### src/rtl/adpll_network_sequencer_if.sv
// Control/status bundle between the ADPLL network sequencer and its environment.
// The master drives the start/clear/config/error inputs; the sequencer (slave) drives the rest.
interface adpll_network_sequencer_if #(
  parameter int PDET_WIDTH = 8
);
  logic                  start_i;
  logic                  clear_i;
  logic                  uni_dir_i;
  logic [3:0]            kp_acq_i;
  logic [3:0]            ki_acq_i;
  logic [3:0]            kp_fin_i;
  logic [3:0]            ki_fin_i;
  logic [PDET_WIDTH-1:0] err_11_i;
  logic [PDET_WIDTH-1:0] err_12_i;
  logic [PDET_WIDTH-1:0] err_21_i;
  logic [PDET_WIDTH-1:0] err_22_i;
  logic [3:0]            enable_o;
  logic [15:0]           weights_11_o;
  logic [15:0]           weights_12_o;
  logic [15:0]           weights_21_o;
  logic [15:0]           weights_22_o;
  logic [3:0]            kp_o;
  logic [3:0]            ki_o;
  logic                  locked_o;
  logic                  fault_o;
  logic                  lock_lost_o;
  logic [2:0]            state_o;

  modport master (
    output start_i, clear_i, uni_dir_i, kp_acq_i, ki_acq_i, kp_fin_i, ki_fin_i,
           err_11_i, err_12_i, err_21_i, err_22_i,
    input  enable_o, weights_11_o, weights_12_o, weights_21_o, weights_22_o,
           kp_o, ki_o, locked_o, fault_o, lock_lost_o, state_o
  );

  modport slave (
    input  start_i, clear_i, uni_dir_i, kp_acq_i, ki_acq_i, kp_fin_i, ki_fin_i,
           err_11_i, err_12_i, err_21_i, err_22_i,
    output enable_o, weights_11_o, weights_12_o, weights_21_o, weights_22_o,
           kp_o, ki_o, locked_o, fault_o, lock_lost_o, state_o
  );
endinterface

### src/rtl/adpll_network_sequencer.sv
// Bring-up/runtime sequencer for the 2x2 ADPLL network: staged enables gated on lock,
// weight-mode switch, acquisition->tracking gain ramp, lock-loss recovery and timeout fault.

// Per-node lock detector: saturating |e| compared against the lock threshold.
module adpll_lock_det #(
  parameter int W      = 8,
  parameter int THRESH = 4
) (
  input  logic signed [W-1:0] err,
  output logic                in_lock
);
  localparam logic [W-1:0] THR = W'(THRESH);
  logic [W-1:0] mag;

  always_comb begin
    if (!err[W-1])                          mag = err;
    else if (err == {1'b1, {(W-1){1'b0}}})  mag = {1'b0, {(W-1){1'b1}}};
    else                                    mag = -err;
  end

  assign in_lock = (mag <= THR);
endmodule

module adpll_network_sequencer #(
  parameter int PDET_WIDTH       = 8,
  parameter int LOCK_THRESH      = 4,
  parameter int LOCK_CYCLES      = 1024,
  parameter int LOSS_CYCLES      = 64,
  parameter int TIMEOUT_CYCLES   = 1048576,
  parameter int GAIN_STEP_CYCLES = 256,
  parameter int CNT_WIDTH        = 21
) (
  input  logic                         fpga_clk_i,
  input  logic                         reset_i,
  adpll_network_sequencer_if.slave     bus
);
  localparam int LCW = $clog2(LOCK_CYCLES + 1);
  localparam int LSW = $clog2(LOSS_CYCLES + 1);

  // Index 0 = node 11 ... index 3 = node 22; fields {left,above,right,below}.
  localparam logic [3:0][15:0] UNI_W = {16'h2200, 16'h0400, 16'h4000, 16'h4000};
  localparam logic [3:0][15:0] BI_W  = {16'h2200, 16'h0220, 16'h2002, 16'h2011};

  typedef enum logic [2:0] {
    S_IDLE = 3'd0, S_ROOT = 3'd1, S_EDGE = 3'd2, S_ALL = 3'd3,
    S_MODE = 3'd4, S_RAMP = 3'd5, S_LOCKED = 3'd6, S_FAULT = 3'd7
  } state_t;

  state_t                state, state_nxt;
  logic [LCW-1:0]        lock_cnt;
  logic [LSW-1:0]        loss_cnt;
  logic [CNT_WIDTH-1:0]  tmo_cnt;
  logic [3:0]            kp_r, ki_r, kp_fin_r, ki_fin_r;
  logic                  uni_sel, bi_active, lock_lost_r, locked_r, fault_r;
  logic [3:0]            enable_r;
  logic [3:0][15:0]      weights_r;

  logic [3:0][PDET_WIDTH-1:0] err_v;
  logic [3:0]            in_lock, watch;
  logic                  all_ok, any_oor, qual, tmo_hit, loss_hit, step, gains_eq;
  logic                  bi_active_nxt;

  assign err_v = {bus.err_22_i, bus.err_21_i, bus.err_12_i, bus.err_11_i};

  for (genvar n = 0; n < 4; n++) begin : g_node
    adpll_lock_det #(.W(PDET_WIDTH), .THRESH(LOCK_THRESH)) u_det (
      .err     (err_v[n]),
      .in_lock (in_lock[n])
    );
  end

  function automatic logic [3:0] en_of(state_t s);
    case (s)
      S_ROOT:                          en_of = 4'b0001;
      S_EDGE:                          en_of = 4'b0111;
      S_ALL, S_MODE, S_RAMP, S_LOCKED: en_of = 4'b1111;
      default:                         en_of = 4'b0000;
    endcase
  endfunction

  function automatic logic [3:0] toward(logic [3:0] cur, logic [3:0] fin);
    if (cur < fin)      toward = cur + 4'd1;
    else if (cur > fin) toward = cur - 4'd1;
    else                toward = cur;
  endfunction

  always_comb begin
    watch = 4'b0000;
    case (state)
      S_ROOT:        watch = 4'b0001;
      S_EDGE:        watch = 4'b0111;
      S_ALL, S_MODE: watch = 4'b1111;
      default:       watch = 4'b0000;
    endcase
  end

  assign all_ok   = &(in_lock | ~watch);
  assign any_oor  = ~&in_lock;
  assign qual     = (lock_cnt == LCW'(LOCK_CYCLES));
  assign tmo_hit  = (tmo_cnt == CNT_WIDTH'(TIMEOUT_CYCLES - 1));
  assign loss_hit = any_oor && (loss_cnt == LSW'(LOSS_CYCLES - 1));
  assign step     = (state == S_RAMP) && (tmo_cnt == CNT_WIDTH'(GAIN_STEP_CYCLES - 1));
  assign gains_eq = (kp_r == kp_fin_r) && (ki_r == ki_fin_r);

  always_comb begin
    state_nxt = state;
    unique case (state)
      S_IDLE:   if (bus.start_i) state_nxt = S_ROOT;
      S_ROOT:   if (tmo_hit) state_nxt = S_FAULT; else if (qual) state_nxt = S_EDGE;
      S_EDGE:   if (tmo_hit) state_nxt = S_FAULT; else if (qual) state_nxt = S_ALL;
      S_ALL:    if (tmo_hit) state_nxt = S_FAULT; else if (qual) state_nxt = S_MODE;
      S_MODE:   if (tmo_hit) state_nxt = S_FAULT; else if (qual) state_nxt = S_RAMP;
      S_RAMP:   if (gains_eq) state_nxt = S_LOCKED;
      S_LOCKED: if (loss_hit) state_nxt = S_ALL;
      S_FAULT:  state_nxt = S_FAULT;
      default:  state_nxt = S_IDLE;
    endcase
    if (bus.clear_i) state_nxt = S_IDLE;
  end

  // Once MODE has been entered, the chosen weight table sticks until IDLE.
  assign bi_active_nxt = (state_nxt != S_IDLE) && (bi_active || state_nxt == S_MODE);

  always_ff @(posedge fpga_clk_i or posedge reset_i) begin
    if (reset_i) begin
      state     <= S_IDLE;
      lock_cnt  <= '0;
      loss_cnt  <= '0;
      tmo_cnt   <= '0;
    end else begin
      state <= state_nxt;
      if (state_nxt != state) begin
        lock_cnt <= '0;
        loss_cnt <= '0;
        tmo_cnt  <= '0;
      end else begin
        case (state)
          S_ROOT, S_EDGE, S_ALL, S_MODE: begin
            tmo_cnt  <= tmo_cnt + 1'b1;
            lock_cnt <= !all_ok ? '0 : (qual ? lock_cnt : lock_cnt + 1'b1);
          end
          S_RAMP:   tmo_cnt  <= step ? '0 : tmo_cnt + 1'b1;
          S_LOCKED: loss_cnt <= any_oor ? loss_cnt + 1'b1 : '0;
          default: ;
        endcase
      end
    end
  end

  always_ff @(posedge fpga_clk_i or posedge reset_i) begin
    if (reset_i) begin
      kp_r        <= '0;
      ki_r        <= '0;
      kp_fin_r    <= '0;
      ki_fin_r    <= '0;
      uni_sel     <= 1'b1;
      bi_active   <= 1'b0;
      lock_lost_r <= 1'b0;
      locked_r    <= 1'b0;
      fault_r     <= 1'b0;
      enable_r    <= '0;
      weights_r   <= UNI_W;
    end else begin
      if (state_nxt == S_IDLE) begin
        kp_r <= '0;
        ki_r <= '0;
      end else if ((state == S_IDLE && state_nxt == S_ROOT) ||
                   (state == S_LOCKED && state_nxt == S_ALL)) begin
        kp_r <= bus.kp_acq_i;
        ki_r <= bus.ki_acq_i;
      end else if (step) begin
        kp_r <= toward(kp_r, kp_fin_r);
        ki_r <= toward(ki_r, ki_fin_r);
      end
      if (state_nxt == S_RAMP && state != S_RAMP) begin
        kp_fin_r <= bus.kp_fin_i;
        ki_fin_r <= bus.ki_fin_i;
      end
      if (state == S_IDLE && state_nxt == S_ROOT) uni_sel <= bus.uni_dir_i;
      if (bus.clear_i)                                     lock_lost_r <= 1'b0;
      else if (state == S_LOCKED && state_nxt == S_ALL)    lock_lost_r <= 1'b1;
      bi_active <= bi_active_nxt;
      weights_r <= (bi_active_nxt && !uni_sel) ? BI_W : UNI_W;
      enable_r  <= en_of(state_nxt);
      locked_r  <= (state_nxt == S_LOCKED);
      fault_r   <= (state_nxt == S_FAULT);
    end
  end

  assign bus.state_o      = state;
  assign bus.enable_o     = enable_r;
  assign bus.weights_11_o = weights_r[0];
  assign bus.weights_12_o = weights_r[1];
  assign bus.weights_21_o = weights_r[2];
  assign bus.weights_22_o = weights_r[3];
  assign bus.kp_o         = kp_r;
  assign bus.ki_o         = ki_r;
  assign bus.locked_o     = locked_r;
  assign bus.fault_o      = fault_r;
  assign bus.lock_lost_o  = lock_lost_r;
endmodule

### src/flat_wrapper.sv
// flat-port wrapper written by rule: the top's interface ports become plain ports
module adpll_network_sequencer_flat 
#(
  parameter int PDET_WIDTH       = 8,
  parameter int LOCK_THRESH      = 4,
  parameter int LOCK_CYCLES      = 1024,
  parameter int LOSS_CYCLES      = 64,
  parameter int TIMEOUT_CYCLES   = 1048576,
  parameter int GAIN_STEP_CYCLES = 256,
  parameter int CNT_WIDTH        = 21
)
  (fpga_clk_i, reset_i, bus_start_i, bus_clear_i, bus_uni_dir_i, bus_kp_acq_i, bus_ki_acq_i, bus_kp_fin_i, bus_ki_fin_i, bus_err_11_i, bus_err_12_i, bus_err_21_i, bus_err_22_i, bus_enable_o, bus_weights_11_o, bus_weights_12_o, bus_weights_21_o, bus_weights_22_o, bus_kp_o, bus_ki_o, bus_locked_o, bus_fault_o, bus_lock_lost_o, bus_state_o);
  adpll_network_sequencer_if #(.PDET_WIDTH(PDET_WIDTH)) bus_i ();
  input  logic fpga_clk_i;
  input  logic reset_i;
  input wire logic [$bits(bus_i.start_i)-1:0] bus_start_i;
  input wire logic [$bits(bus_i.clear_i)-1:0] bus_clear_i;
  input wire logic [$bits(bus_i.uni_dir_i)-1:0] bus_uni_dir_i;
  input wire logic [$bits(bus_i.kp_acq_i)-1:0] bus_kp_acq_i;
  input wire logic [$bits(bus_i.ki_acq_i)-1:0] bus_ki_acq_i;
  input wire logic [$bits(bus_i.kp_fin_i)-1:0] bus_kp_fin_i;
  input wire logic [$bits(bus_i.ki_fin_i)-1:0] bus_ki_fin_i;
  input wire logic [$bits(bus_i.err_11_i)-1:0] bus_err_11_i;
  input wire logic [$bits(bus_i.err_12_i)-1:0] bus_err_12_i;
  input wire logic [$bits(bus_i.err_21_i)-1:0] bus_err_21_i;
  input wire logic [$bits(bus_i.err_22_i)-1:0] bus_err_22_i;
  output wire logic [$bits(bus_i.enable_o)-1:0] bus_enable_o;
  output wire logic [$bits(bus_i.weights_11_o)-1:0] bus_weights_11_o;
  output wire logic [$bits(bus_i.weights_12_o)-1:0] bus_weights_12_o;
  output wire logic [$bits(bus_i.weights_21_o)-1:0] bus_weights_21_o;
  output wire logic [$bits(bus_i.weights_22_o)-1:0] bus_weights_22_o;
  output wire logic [$bits(bus_i.kp_o)-1:0] bus_kp_o;
  output wire logic [$bits(bus_i.ki_o)-1:0] bus_ki_o;
  output wire logic [$bits(bus_i.locked_o)-1:0] bus_locked_o;
  output wire logic [$bits(bus_i.fault_o)-1:0] bus_fault_o;
  output wire logic [$bits(bus_i.lock_lost_o)-1:0] bus_lock_lost_o;
  output wire logic [$bits(bus_i.state_o)-1:0] bus_state_o;
  assign bus_i.start_i = bus_start_i;
  assign bus_i.clear_i = bus_clear_i;
  assign bus_i.uni_dir_i = bus_uni_dir_i;
  assign bus_i.kp_acq_i = bus_kp_acq_i;
  assign bus_i.ki_acq_i = bus_ki_acq_i;
  assign bus_i.kp_fin_i = bus_kp_fin_i;
  assign bus_i.ki_fin_i = bus_ki_fin_i;
  assign bus_i.err_11_i = bus_err_11_i;
  assign bus_i.err_12_i = bus_err_12_i;
  assign bus_i.err_21_i = bus_err_21_i;
  assign bus_i.err_22_i = bus_err_22_i;
  assign bus_enable_o = bus_i.enable_o;
  assign bus_weights_11_o = bus_i.weights_11_o;
  assign bus_weights_12_o = bus_i.weights_12_o;
  assign bus_weights_21_o = bus_i.weights_21_o;
  assign bus_weights_22_o = bus_i.weights_22_o;
  assign bus_kp_o = bus_i.kp_o;
  assign bus_ki_o = bus_i.ki_o;
  assign bus_locked_o = bus_i.locked_o;
  assign bus_fault_o = bus_i.fault_o;
  assign bus_lock_lost_o = bus_i.lock_lost_o;
  assign bus_state_o = bus_i.state_o;
  adpll_network_sequencer #(.PDET_WIDTH(PDET_WIDTH), .LOCK_THRESH(LOCK_THRESH), .LOCK_CYCLES(LOCK_CYCLES), .LOSS_CYCLES(LOSS_CYCLES), .TIMEOUT_CYCLES(TIMEOUT_CYCLES), .GAIN_STEP_CYCLES(GAIN_STEP_CYCLES), .CNT_WIDTH(CNT_WIDTH)) u_core (.fpga_clk_i(fpga_clk_i), .reset_i(reset_i), .bus(bus_i));
endmodule
### config.mk
export PLATFORM = sky130hd
export DESIGN_NAME = adpll_network_sequencer_flat
export DESIGN_NICKNAME = d
export VERILOG_FILES = /design/src/rtl/adpll_network_sequencer_if.sv /design/src/rtl/adpll_network_sequencer.sv /design/src/flat_wrapper.sv
export SDC_FILE = /design/constraint.sdc
export NUM_CORES = 1
export LEC_CHECK = 0
export BUFFER_PORTS_ARGS = -buffer_cell sky130_fd_sc_hd__buf_2
export CAP_MARGIN = 25
export CORE_AREA = 2 2 100 102
export CTS_CLUSTER_DIAMETER = 30
export DETAILED_ROUTE_END_ITERATION = 12
export DIE_AREA = 0 0 102 104
export GPL_TIMING_DRIVEN = 0
export HOLD_SLACK_MARGIN = 0.08
export PLACE_DENSITY = 0.82
export SLEW_MARGIN = 20
export SYNTH_ARGS = -nofsm -noshare
export SYNTH_HDL_FRONTEND = slang
export SYNTH_SLANG_ARGS = --single-unit
### constraint.sdc
create_clock -name fpga_clk_i -period 4.82 [get_ports fpga_clk_i]
set_input_delay 0.723 -clock fpga_clk_i [delete_from_list [all_inputs] [get_ports fpga_clk_i]]
set_output_delay 0.723 -clock fpga_clk_i [all_outputs]
set_load 0.05 [all_outputs]
After elaboration in Yosys (flattened, before gate mapping). Cells that the tools add are included.

Flip-flop bits (word level): 131. Output and inout bits: 82. Input port bits: 53. Word-level logic and storage cells: 142.

Bitwise logic cells: 2. Add/subtract/negate cells: 11. Reductions and logical operators: 30. Equality and inequality tests: 27. Order comparisons: 8. Muxes and demuxes: 46.

Operator list (count): 8-bit two-way mux (8); 11-bit two-way mux (4); 43-bit two-way mux (1); 21-bit two-way mux (2); 21-bit case mux with 2 select lines (1); 4-bit two-way mux (10); 3-bit two-way mux (12); 8-bit == test, second input constant (4); 8-bit by 3-bit <= comparator with 1-bit output, second input constant (4); 8-bit negator (4); 3-bit == test, second input constant (8); 3-bit case mux with 8 select lines (1); 4-bit case mux with 3 select lines (2); 21-bit by 1-bit adder with 21-bit output, second input constant (1); 21-bit by 20-bit == test with 1-bit output, second input constant (1); 21-bit by 8-bit == test with 1-bit output, second input constant (1); 7-bit two-way mux (3); 3-bit by 2-bit == test with 1-bit output, second input constant (4); 11-bit by 1-bit adder with 11-bit output, second input constant (1); 11-bit == test, second input constant (1); 3-bit nonzero test (3); 4-bit by 1-bit adder with 4-bit output, second input constant (2); 4-bit == test (2); 4-bit greater-than comparator (2); other kinds (20) (42).

Longest topological paths before layout.
Word-level depth: 15. Mapped depth: 13.

Modules after synthesis. A second synthesis with hierarchy kept.

Cell total of the unflattened synthesis: 579. Area total of the unflattened synthesis: 5171.2 um^2.

Modules (own cells, without submodules): adpll_network_sequencer (times used 1, area each 4705.8 um^2, seq. area each 1704.1 um^2, cells an instance 499); adpll_lock_det (times used 4, area each 116.4 um^2, seq. area each 0.0 um^2, cells an instance 20).

Least setup slack after synthesis. No wires, ideal clock.

Path type: reg2reg. From: reg u_core.ki_r[1] (netlist: u_core.bus.ki_o[1]). To: reg u_core.ki_r[3] (netlist: u_core.bus.ki_o[3]). Stages on the path, launching flop included: 13. Buffers on the path: 0. Arrival time: 2.889 ns. Library setup time: 0.136 ns. Clock period less this slack: 3.025 ns. Path slack: 1.795 ns. Path through: dfrtp_1 > ha_1 > nor2b_1 > o211ai_1 > nand2_1 > ha_1 > a21o_1 > a21o_1 > a21o_1 > a211oi_1 > xnor2_1 > nand3_1 > nor3b_1.

Longest elaborated chain between the ends: 10.

RTL lines: start: declaration (line adpll_network_sequencer.sv:53) `logic [3:0] kp_r, ki_r, kp_fin_r, ki_fin_r;`; start signal: assignment (line adpll_network_sequencer.sv:170) `ki_r <= bus.ki_acq_i;`; start signal: assignment (line adpll_network_sequencer.sv:173) `ki_r <= toward(ki_r, ki_fin_r);`; 4-bit == test (line adpll_network_sequencer.sv:103) `assign gains_eq = (kp_r == kp_fin_r) && (ki_r == ki_fin_r);`; 1-bit logical AND (line adpll_network_sequencer.sv:103); 3-bit two-way mux (line adpll_network_sequencer.sv:113) `S_RAMP: if (gains_eq) state_nxt = S_LOCKED;`; 3-bit case mux with 8 select lines (line adpll_network_sequencer.sv:107) `unique case (state)`; 3-bit two-way mux (line adpll_network_sequencer.sv:118) `if (bus.clear_i) state_nxt = S_IDLE;`; 3-bit by 1-bit == test with 1-bit output / 3-bit by 2-bit == test with 1-bit output (equally long branches) (line adpll_network_sequencer.sv:167, adpll_network_sequencer.sv:168); 1-bit logical AND, on equally long branches (line adpll_network_sequencer.sv:167, adpll_network_sequencer.sv:168); 1-bit logical OR (line adpll_network_sequencer.sv:167) `end else if ((state == S_IDLE && state_nxt == S_ROOT) ||`; 4-bit nonzero test (no source line), or another cell as far along; 2-bit AND reduction (no source line) / 4-bit two-way mux (equally long branches).

Parallel ways exist; a longest one is shown, timed or not. The select of a mux whose other input is x is not followed. A chain may end at the register's enable or synchronous reset.

Final worst setup path.
From: in bus_err_12_i[0]. To: reg u_core.locked_r (netlist: u_core.bus.locked_o).

Longest elaborated chain between the ends: 11.

RTL lines: start: declaration (line flat_wrapper.sv:24) `input wire logic [$bits(bus_i.err_12_i)-1:0] bus_err_12_i;`; 8-bit negator / 8-bit == test (equally long branches) (line adpll_network_sequencer.sv:18, adpll_network_sequencer.sv:17); 8-bit two-way mux (line adpll_network_sequencer.sv:17) `else if (err == {1'b1, {(W-1){1'b0}}}) mag = {1'b0, {(W-1){1'b1}}};`; 8-bit two-way mux (*) (line adpll_network_sequencer.sv:16) `if (!err[W-1]) mag = err;`; 8-bit by 3-bit <= comparator with 1-bit output (*) (line adpll_network_sequencer.sv:21) `assign in_lock = (mag <= THR);`; 4-bit AND reduction (*) (line adpll_network_sequencer.sv:98) `assign any_oor = ~&in_lock;`; 1-bit logical NOT (*) (line adpll_network_sequencer.sv:98); 1-bit logical AND (*) (line adpll_network_sequencer.sv:101) `assign loss_hit = any_oor && (loss_cnt == LSW'(LOSS_CYCLES - 1));`; 3-bit two-way mux (*) (line adpll_network_sequencer.sv:114) `S_LOCKED: if (loss_hit) state_nxt = S_ALL;`; 3-bit case mux with 8 select lines (*) (line adpll_network_sequencer.sv:107); 3-bit two-way mux (*) (line adpll_network_sequencer.sv:118); 3-bit == test (*) (line adpll_network_sequencer.sv:185) `locked_r <= (state_nxt == S_LOCKED);`; end signal: assignment (line adpll_network_sequencer.sv:185); end: declaration (line adpll_network_sequencer.sv:54) `logic uni_sel, bi_active, lock_lost_r, locked_r, fault_r;`.

Every way passes the cells marked *; elsewhere a longest branch is shown, timed or not.

==> results <==
- The fill cell total of the finished layout is a little over 800.
- The critical path is of the in -> reg type.
- The clock edge transition at the registers on the reported setup and hold paths is 0.07 ns.
- The count of standard-cell rows is 36.
- The detailed router finished its first iteration with 337 violations.
- For this run, the slowest stage of the critical path takes 0.34 ns.
- The horizontal extent of the die is 102 um.
- STA classifies the critical path endpoint as a register.
- The flow ran to the end, and the final reports show no timing, DRC or antenna violations.
- Setup repair after global routing left no endpoint under its margin.
- The number of hold violations in the final report was 0.
- The primary flip-flop cell chosen by synthesis mapping is dfrtp_1.
- Setup violations remaining at the end of the flow were counted as 0.
- The arrival time at the worst endpoint is 3.29 ns.
- The cell with the biggest individual delay on the critical path is o211ai_4.
- After legalization and detailed placement, the total HPWL measured 9290 um.
- The number of cells traversed by the worst register-to-register path is 12.
- The remaining number of nets flagged by the antenna check after routing is 0.
- The number of top-level pins is 135.
- The post-route setup TNS is 0 ns.
- In the final layout, flip-flops and latches occupy approximately 0.0017 mm2.
- The core region is roughly 0.0095 mm2.
- The overall die area is 0.0106 mm2.
- The worst pin sits at a relative slew slack of 0.453.
- Synthesis produced a netlist whose cell count is 598.
- Max-cap violations in this run came to 0.
- The least setup slack across all paths after layout is between 1.5 and 2 ns.
- The repair_antennas step left the layout with diodes totalling 0.
- In this run the cell area of the synthesized design comes to 0.00511 mm2.
- The top cell type's share of synthesized area is 0.323.
- After detailed routing, the average wire length per cell comes to about 14 um.
- Entering global routing, the biggest net connects between 40 and 50 pins.
- The first-pass detailed-route iteration total is 5.
- The critical-path maximum fanout is 10.
- Summing over every cut layer, the via total after detailed routing is 4774.
- Counting flops and latches in the post-synthesis netlist gives 68.
- The global-route usage over all layers is 0.232.
- The number of enable-type register cells in the synthesized netlist is 0.
- By count the netlist is led by 66 x dfrtp_1, 64 x buf_4, 48 x a21oi_1.
- The clock latency on the worst-skew pair is 0.36 ns.
- The count of clock tree sinks is 68.
- The number of buffers created by CTS is 9.
- After detailed routing, the number of remaining DRC violations is 0.
- The average instance area after synthesis is 8.55 um2.
- The total wire length is roughly 12000 um.
- The worst min-delay path category is in -> async.
- The worst flop-to-flop path endpoint is u_core.bus.ki_o[3].
- Of all cell types, the one taking the most synthesized area is dfrtp_1.
- The initial antenna violation count came to 0.
- From synthesis to final layout, the design area changed by 19.6%.
- The number of vias per cell is 5.43.
- STA puts the critical path data required time at 5.08 ns.
- Summed over all cells, the static leakage comes to 2.95 nW.
- The final-report max-slew violation count is 0.
- During synthesis, Yosys emitted a total of 0 warnings.
- The async set-reset flop share out of synthesis is 1.00.
- The remaining global-route overflow is 0.
- The last weighted congestion value of the routability-driven placer is approximately 0.89.
- Post-CTS timing repair inserted 0 buffers for setup.
- The post-cts hold buffer count is 0.
- By area the synthesized netlist is led by dfrtp_1 32%, buf_4 9.4%, ha_1 4.9%.
- The fmax is 330 MHz.
- The post-placement setup slack is 1.51 ns.
- The worst-case clock skew is 0.00760 ns.
- The net count of the finished layout is approximately 820.
- The maximum resistive drop on vdd is 0.113 mV.
- Across all register-to-register paths, the minimum setup slack is 1.85 ns.
- The minimum clock period after layout is 3.03 ns.
- Of the cells placed in the final design, the portion with a size suffix greater than 1 is 0.269.
- The multi-input combinational cells in the finished layout cover a total of roughly 0.0030 mm2.
- The number of distinct standard cells referenced by the synthesized netlist is 65.
- The first global-routing pass estimated 20100 um of wire.
- The overall die height is 104 um.
- TritonCTS built the clock tree.
- The worst hold slack after final layout is 0.345 ns.
- In the post-synthesis netlist, the cell with the most instances is dfrtp_1.
- The clock tree synthesis step divided the H-tree into 3 levels.
- Clock tree synthesis selected as its root buffer the cell clkbuf_8.
- The critical register-to-register path startpoint is u_core.bus.ki_o[1].
- At the pin with the least slew margin, the transition time is 0.814 ns.
- Of the available clock period, the critical path in the final layout requires 0.628.
- Post-CTS repair changed the size of 0 cells.
- The share of synthesized area occupied by flip-flops and latches is 0.333.
- The initial utilization of the core area, before any placement, comes to 0.535.
- The via count of the first global-routing pass is 4477.
- The worst setup path is launched from an input port.
- For this design the ratio of total power to cell area is 243 mW/mm2.
- Traced cell by cell, the critical path runs through buf_2 > inv_1 > ha_1 > o21ai_0 > a221oi_1 > a221oi_1 > nand4_1 > o211ai_4 > buf_2 > buf_4 > nand2_1 > nor3_1.
- In this run the tool buffered the top-level ports with 80 buffer cells.
- The buffer levels on the longest clock path is 2.
==> cell usage in the layout, fill, tap and decap left out, types with 3 or more instances in the layout <==
master,n
nor4_1,8
a221oi_1,3
buf_2,86
nor3_1,30
o21bai_1,3
a31o_2,3
mux2_2,10
buf_4,64
nor3b_1,6
dfrtp_1,66
clkbuf_1,13
and3_1,10
o22ai_1,7
a211oi_1,5
or4_1,4
a21boi_0,3
o2111ai_1,3
nand4_1,13
inv_1,23
o211ai_1,4
xor2_1,10
xnor2_1,12
conb_1,54
nor2_1,42
mux2i_1,5
nor2b_1,10
a31oi_1,5
and2_1,4
or3b_2,4
nand3_1,22
clkbuf_8,9
a21oi_1,48
or3_1,8
and4_1,7
or2_2,4
a21o_1,9
o31ai_1,4
nand2_1,46
o21ai_0,22
ha_1,20
==> where the power goes <==
part	total, W	switching (W)	internal, W
Clock	0.000518	0.000227	0.000291
Combinational	0.000367	0.000246	0.000121
Sequential	0.000601	0.0000152	0.000586
Total	0.00149	0.000489	0.000998
==> metrics by stage <==
stage,total power [W],cells,cell area [um2],util
5_1_grt,0.00156,880,6110,0.640
3_3_place_gp,0.000959,863,5870,0.615
6_report,0.00149,880,6110,0.640
4_1_cts,0.00149,880,6110,0.640
2_1_floorplan,0.000897,650,5310,-
3_5_place_dp,0.000976,864,5900,0.618
==> state kept, by name, summed over array words and instances, names as in the netlist <==
signal,cells
u_core.bus.fault_o,1
u_core.bus.lock_lost_o,1
u_core.ki_fin_r,4
u_core.bus.state_o,3
u_core.bus.locked_o,1
u_core.kp_fin_r,4
u_core.bi_active,1
u_core.uni_sel,1
u_core.bus.weights_12_o,1
u_core.bus.weights_11_o,1
u_core.lock_cnt,11
u_core.loss_cnt,7
u_core.bus.enable_o,3
u_core.bus.ki_o,4
u_core.bus.kp_o,4
u_core.tmo_cnt,21
==> how the worst max path moves through the flow <==
stage,from,endpoint,slack (ns),depth (start not counted)
2_1_floorplan,u_core.bus.ki_o[1],u_core.bus.ki_o[3],1.80,12
3_3_place_gp,bus_err_12_i[0],u_core.bus.locked_o,1.61,12
3_5_place_dp,bus_err_12_i[0],u_core.bus.locked_o,1.51,12
4_1_cts,u_core.bus.ki_o[1],u_core.bus.ki_o[3],1.84,12
5_1_grt,bus_err_12_i[0],u_core.lock_cnt[6],1.52,11
6_report,bus_err_12_i[0],u_core.bus.locked_o,1.79,12
==> kinds of logic (layout without fill, tap and decap cells) <==
| family | Yosys count | in the layout | share of synthesized area |
|---|---|---|---|
| AO/OA/AOI/OAI | 131 | 131 | 0.165 |
| XOR/XNOR | 22 | 22 | 0.0377 |
| adder cells (fa/ha/maj) | 22 | 22 | 0.0568 |
| buffers and inverters | 107 | 204 | 0.127 |
| flip-flops | 68 | 68 | 0.333 |
| multiplexers | 15 | 15 | 0.0318 |
| other | 2 | 54 | 0.00147 |
| AND/OR/NAND/NOR | 231 | 231 | 0.247 |
==> area by class of cell <==
type,instances,share of cell area
multi-input combinational,475,0.483
sequential,68,0.279
buffer,83,0.0915
timing repair buffer,81,0.0688
tap,133,0.0272
clock buffer,10,0.0209
inverter,24,0.0151
clock inverter,6,0.0145
==> critical path, delay by kind of cell <==
kind	cells	cell delay [ns]
adder cells (fa/ha/maj)	1	0.33
buffers and inverters	4	0.66
AND/OR/NAND/NOR	3	0.65
AO/OA/AOI/OAI	4	0.93
==> per-layer routing <==
layer / share of wire / wire length, um / track usage
met1: 0.42 / 5090 / 0.302
met2: 0.48 / 5810 / 0.381
met3: 0.066 / 793 / 0.0370
met4: 0.026 / 312 / 0.0924
met5: 0 / 0 / 0
Note: power is estimated with default switching activity, not from simulation.
